## src/rtl/sprite_line_fetcher.sv

```systemverilog
// Prefetches the scanline rows of two 32x32 sprites from a shared ROM during
// horizontal blank, then composites them over the background during active video.
module sprite_line_fetcher #(
    parameter int ADDRESS    = 11,
    parameter int COLOR_BITS = 24,
    parameter int H_BITS     = 10,
    parameter int V_BITS     = 10,
    parameter logic [COLOR_BITS-1:0] TRANSPARENT = 24'hFF00FF
) (
    input  logic                  clk,
    input  logic                  rst,
    input  logic                  frame_start,
    input  logic                  line_start,
    input  logic [V_BITS-1:0]     next_line,
    input  logic                  active,
    input  logic [H_BITS-1:0]     hcount,
    input  logic                  p0_en,
    input  logic                  p1_en,
    input  logic [H_BITS-1:0]     p0_x,
    input  logic [H_BITS-1:0]     p1_x,
    input  logic [V_BITS-1:0]     p0_y,
    input  logic [V_BITS-1:0]     p1_y,
    input  logic [COLOR_BITS-1:0] bg_color,
    output logic [ADDRESS-1:0]    rom_addr,
    input  logic [COLOR_BITS-1:0] rom_data,
    output logic [COLOR_BITS-1:0] pix_color,
    output logic                  fetch_busy,
    output logic                  overrun
);
    typedef enum logic [2:0] {IDLE, CHECK0, FETCH0, CHECK1, FETCH1} state_t;

    state_t                  state_reg;
    logic [4:0]              col_reg;
    logic [4:0]              row0_reg;
    logic [4:0]              row1_reg;
    logic                    hit0_reg;
    logic                    hit1_reg;
    logic                    overrun_reg;
    logic                    en0_reg;
    logic                    en1_reg;
    logic [H_BITS-1:0]       x0_reg;
    logic [H_BITS-1:0]       x1_reg;
    logic [V_BITS-1:0]       y0_reg;
    logic [V_BITS-1:0]       y1_reg;
    logic [COLOR_BITS-1:0]   buf0 [32];
    logic [COLOR_BITS-1:0]   buf1 [32];
    logic [COLOR_BITS-1:0]   pix_reg;
    logic [COLOR_BITS-1:0]   pix_next;

    // Differences carry an extra MSB so a negative offset shows up as a borrow.
    logic [V_BITS:0] dy0, dy1;
    logic [H_BITS:0] dx0, dx1;
    logic            row_hit0, row_hit1, col_hit0, col_hit1;
    logic [COLOR_BITS-1:0] px0, px1;

    assign dy0      = {1'b0, next_line} - {1'b0, y0_reg};
    assign dy1      = {1'b0, next_line} - {1'b0, y1_reg};
    assign row_hit0 = en0_reg && !dy0[V_BITS] && (dy0[V_BITS-1:5] == '0);
    assign row_hit1 = en1_reg && !dy1[V_BITS] && (dy1[V_BITS-1:5] == '0);

    assign dx0      = {1'b0, hcount} - {1'b0, x0_reg};
    assign dx1      = {1'b0, hcount} - {1'b0, x1_reg};
    assign col_hit0 = hit0_reg && !dx0[H_BITS] && (dx0[H_BITS-1:5] == '0);
    assign col_hit1 = hit1_reg && !dx1[H_BITS] && (dx1[H_BITS-1:5] == '0);
    assign px0      = buf0[dx0[4:0]];
    assign px1      = buf1[dx1[4:0]];

    always_ff @(posedge clk or posedge rst) begin
        if (rst) begin
            state_reg   <= IDLE;
            col_reg     <= '0;
            row0_reg    <= '0;
            row1_reg    <= '0;
            hit0_reg    <= 1'b0;
            hit1_reg    <= 1'b0;
            overrun_reg <= 1'b0;
            en0_reg     <= 1'b0;
            en1_reg     <= 1'b0;
            x0_reg      <= '0;
            x1_reg      <= '0;
            y0_reg      <= '0;
            y1_reg      <= '0;
        end else begin
            overrun_reg <= 1'b0;
            if (line_start) begin
                // A new blank always restarts the sequence; flag it if one was in flight.
                overrun_reg <= (state_reg != IDLE);
                state_reg   <= CHECK0;
                hit0_reg    <= 1'b0;
                hit1_reg    <= 1'b0;
                col_reg     <= '0;
            end else begin
                case (state_reg)
                    CHECK0: begin
                        hit0_reg  <= row_hit0;
                        row0_reg  <= dy0[4:0];
                        col_reg   <= '0;
                        state_reg <= row_hit0 ? FETCH0 : CHECK1;
                    end
                    FETCH0: begin
                        col_reg <= col_reg + 5'd1;
                        if (col_reg == 5'd31) state_reg <= CHECK1;
                    end
                    CHECK1: begin
                        hit1_reg  <= row_hit1;
                        row1_reg  <= dy1[4:0];
                        col_reg   <= '0;
                        state_reg <= row_hit1 ? FETCH1 : IDLE;
                    end
                    FETCH1: begin
                        col_reg <= col_reg + 5'd1;
                        if (col_reg == 5'd31) state_reg <= IDLE;
                    end
                    default: state_reg <= IDLE;
                endcase
            end
            if (frame_start) begin
                en0_reg <= p0_en;
                en1_reg <= p1_en;
                x0_reg  <= p0_x;
                x1_reg  <= p1_x;
                y0_reg  <= p0_y;
                y1_reg  <= p1_y;
            end
        end
    end

    always_ff @(posedge clk or posedge rst) begin
        if (rst) begin
            for (int i = 0; i < 32; i++) begin
                buf0[i] <= '0;
                buf1[i] <= '0;
            end
        end else if (!line_start) begin
            if (state_reg == FETCH0) buf0[col_reg] <= rom_data;
            if (state_reg == FETCH1) buf1[col_reg] <= rom_data;
        end
    end

    always_comb begin
        rom_addr = '0;
        case (state_reg)
            FETCH0:  rom_addr = ADDRESS'({1'b0, row0_reg, col_reg});
            FETCH1:  rom_addr = ADDRESS'({1'b1, row1_reg, col_reg});
            default: rom_addr = '0;
        endcase
    end

    // Sprites are hidden while their buffers are being rewritten.
    always_comb begin
        pix_next = bg_color;
        if (!active)                                 pix_next = '0;
        else if (state_reg != IDLE)                  pix_next = bg_color;
        else if (col_hit0 && px0 != TRANSPARENT)     pix_next = px0;
        else if (col_hit1 && px1 != TRANSPARENT)     pix_next = px1;
    end

    always_ff @(posedge clk or posedge rst) begin
        if (rst) pix_reg <= '0;
        else     pix_reg <= pix_next;
    end

    assign pix_color  = pix_reg;
    assign fetch_busy = (state_reg != IDLE);
    assign overrun    = overrun_reg;
endmodule

```

## config.mk

```make
export PLATFORM = sky130hd
export DESIGN_NAME = sprite_line_fetcher
export DESIGN_NICKNAME = d
export VERILOG_FILES = /design/src/rtl/sprite_line_fetcher.sv
export SDC_FILE = /design/constraint.sdc
export NUM_CORES = 2
export LEC_CHECK = 0
export ABC_CLOCK_PERIOD_IN_PS = 136200
export CAP_MARGIN = 20
export CORE_MARGIN = 2
export CORE_UTILIZATION = 45
export DETAILED_ROUTE_END_ITERATION = 8
export DONT_BUFFER_PORTS = 1
export SETUP_SLACK_MARGIN = 0.5
export SLEW_MARGIN = 20
export SYNTH_ARGS = -nofsm -noshare
export SYNTH_HDL_FRONTEND = slang
export SYNTH_SLANG_ARGS = --single-unit
```

## constraint.sdc

```tcl
create_clock -name clk -period 136.2 [get_ports clk]
set_input_delay 34.05 -clock clk [delete_from_list [all_inputs] [get_ports clk]]
set_output_delay 34.05 -clock clk [all_outputs]
set_load 0.05 [all_outputs]
```

==> flow_metrics.env <==
export IMPL_syn_area_um2=76080
export IMPL_power_density_nw_per_um2=13.34
export IMPL_r2r_setup_slack_ns=128.50
export IMPL_synthTopCellsByCount="dfrtp_1, mux2_2, mux4_2"
export IMPL_first_pass_iters=5
export IMPL_finClkSkew_ns=0.03066
export IMPL_yosysWarningCount=0
export IMPL_maxCapViolCount=0
export IMPL_row_count=150
export IMPL_fin_setup_tns_ns=0
export IMPL_start_kind="primary input"
export IMPL_grt_usage_pct=25.76
export IMPL_top_layer="met5"
export IMPL_min_period_ns=40.59
export IMPL_slew_headroom_pct=24.55
export IMPL_synth_edf_count=0
export IMPL_holdPathStages=2
export IMPL_routed_via_density=6.088
export IMPL_place_congestion=0.8845
export IMPL_cts_sinks=1623
export IMPL_hp_class="reg -> reg"
export IMPL_clock_latency_ns=0.84
export IMPL_dp_slack_ns=94.81
export IMPL_avgSynthCellArea_um2=14.89
export IMPL_wl_met3_um=15380
export IMPL_io_pins=152
export IMPL_die_w_um=415.2
export IMPL_root_buffer="clkbuf_16"
export IMPL_worst_ep_arrival_time_ns=41.30
export IMPL_fp_dieH_um=415.2
export IMPL_ff2ff_path_depth=14
export IMPL_htreeDepth=4
export IMPL_nets=5100
export IMPL_port_buffers=0
export IMPL_synthesis_nets=5275
export IMPL_min_from="row0_reg[1]"
export IMPL_critPathMaxFanout=46
export IMPL_fill_cells=14120
export IMPL_async_flop_share_pct=100.0
export IMPL_clk_pin_slew_ns=0.06
export IMPL_totalWireLength_um=220100
export IMPL_crit_slowest_cell="fa_4"
export IMPL_p_total_mw=1.121
export IMPL_num_vias=44390
export IMPL_syn_instance_count=5110
export IMPL_worst_pin_slew_ns=1.103
export IMPL_crit_path_frequent_cell="buf_4"
export IMPL_clk_path_buf_depth=3
export IMPL_drt_iter0_markers=3871
export IMPL_setup_viol_count_final=0
export IMPL_ys_seq_elements=1623
export IMPL_finalHoldViolCount=0
export IMPL_r2r_end="pix_color[19]"
export IMPL_placed_area_um2=77810
export IMPL_synth_top_area_share_pct=53.39
export IMPL_worstHoldEndpoint="row0_reg[1]"
export IMPL_dieArea_um2=172400
export IMPL_fin_crit_sh_pct=29.80
export IMPL_post_cts_setup_buffers=0
export IMPL_setup_slack_ns=95.61
export IMPL_cts_hold_fix_buffers=0
export IMPL_grt_pass1_wl_um=325900
export IMPL_status="complete, no violations"
export IMPL_overflow=0
export IMPL_synth_ff_type="dfrtp_1"
export IMPL_slew_violations=0
export IMPL_worstPathCellList="inv_1 > ha_4 > fa_4 > buf_4 > buf_4 > buf_4 > mux4_2 > mux2i_1 > mux2i_1 > mux2_2 > or4b_4 > nor4_4 > a21o_1 > nor3_1 > or3b_1"
export IMPL_r2r_start="x0_reg[0]"
export IMPL_cts_buffers_inserted=175
export IMPL_grt_max_degree=154
export IMPL_ant_nets=0
export IMPL_first_global_vias=45560
export IMPL_critical_path_class="in -> reg"
export IMPL_rsz0062_at_grt="false"
export IMPL_synthMostInstantiatedCell="dfrtp_1"
export IMPL_peakVddDrop_mv=0.009809
export IMPL_start_util_pct=45.39
export IMPL_dp_hpwl_um=128400
export IMPL_cp_required_ns=136.91
export IMPL_synthTopCellsByArea="dfrtp_1, mux2_2, mux4_2, clkbuf_1, mux2i_1"
export IMPL_critPathMaxStageDelay_ns=1.38
export IMPL_cts_tree="done"
export IMPL_final_area_um2=84010
export IMPL_drt_met1_wl_um=98290
export IMPL_wire_per_inst_um=30.18
export IMPL_synthDistinctLibCells=75
export IMPL_core_area_um2=167600
export IMPL_met2_length_um=98250
export IMPL_ys_seq_area_share_pct=53.39
export IMPL_cts_resized_gates=0
export IMPL_area_growth_pct=10.43
export IMPL_drive_gt1_share_pct=47.58
export IMPL_end_kind="flip-flop"
export IMPL_drc=0
export IMPL_leakagePower_nw=40.88
export IMPL_yosysTopAreaCell="dfrtp_1"
export IMPL_antenna_found_initial=29
export IMPL_clock_fmax_mhz=24.64
power by group:
part | switching, mW | internal [mW]
registers | 0.00680 | 0.490
logic | 0.0803 | 0.0409
clock network | 0.206 | 0.297
metrics by stage:
stage / util [%] / std cells / hold slack [ns]
global placement: 46.41 / 6960 / 0.4657
CTS: 50.09 / 7285 / 0.4886
global route: 50.12 / 7287 / 0.5071
detailed placement: 46.42 / 6961 / 0.4741
finish: 50.12 / 7291 / 0.4890
floorplan: - / 5110 / 0.4489
cells in the final DEF (no fill, tap or decap), types with 12 or more instances in the layout:
master     synthesis  final
and2_1            15     15
nor2b_1           16     16
nand4_1           26     26
bufinv_16          0     16
mux2_2          1554   1554
a211oi_1          33     33
a21oi_1           29     29
nor3_1            18     14
clkinv_2           0     33
ha_1              46     44
nor2_1            97     91
a21o_1            12     12
clkbuf_16          0    176
nand2_1          251    251
nand3_1           26     26
mux2i_1          121    121
buf_4             40    114
clkbuf_1         334     29
a22oi_1           25     25
o21ai_0           84     84
inv_1             68     67
dfrtp_1         1623   1623
clkbuf_8           0     50
mux4_2           404    404
critical path, delay by kind of cell:
family / cells / cell delay [ns]
adder cells (fa/ha/maj): 2 / 1.57
AND/OR/NAND/NOR: 4 / 1.50
buffers and inverters: 4 / 2.19
AO/OA/AOI/OAI: 1 / 0.60
multiplexers: 4 / 1.24
routing by layer:
layer / vias up / track usage (%)
li1: 18480 / -
met1: 24230 / 37.00
met2: 1290 / 38.65
met3: 364 / 5.642
met4: 24 / 9.112
met5: - / 0
how the worst max path moves through the flow:
stage                    from       endpoint  slack, ns  cells past startpoint
finish              hcount[0]  pix_color[19]      95.61                     15
global route        hcount[0]  pix_color[19]      95.31                     15
CTS                 hcount[0]  pix_color[19]      95.71                     15
detailed placement  hcount[0]  pix_color[19]      94.81                     15
global placement    hcount[0]  pix_color[19]      94.94                     15
floorplan                 rst        buf0[0]      56.35                      1
final cells by class:
cell class / instances / area [um2] / area share [%]
Clock inverter: 69 / 949.7 / 1.130
Clock buffer: 255 / 5201 / 6.191
Tap cell: 2204 / 2758 / 3.283
Multi-Input combinational cell: 2942 / 33170 / 39.48
Antenna cell: 5 / 12.51 / 0.01489
Timing Repair Buffer: 124 / 1037 / 1.235
Sequential cell: 1623 / 40610 / 48.35
Inverter: 69 / 266.5 / 0.3172
cell families (layout without fill, tap and decap cells):
group                      after synthesis  in the layout  synth area share, %
DFF                                   1623           1623                53.39
muxes                                 2081           2081                36.62
xor gates and xnor gates                16             16               0.2089
AOI/OAI and AO/OA                      277            277                2.495
and+or+nand+nor                        518            518                3.199
buffers and inverters                  545            517                3.227
other                                    0              5                    0
adders and majority gates               50             50               0.8618
Note: power is estimated with default switching activity, not from simulation.
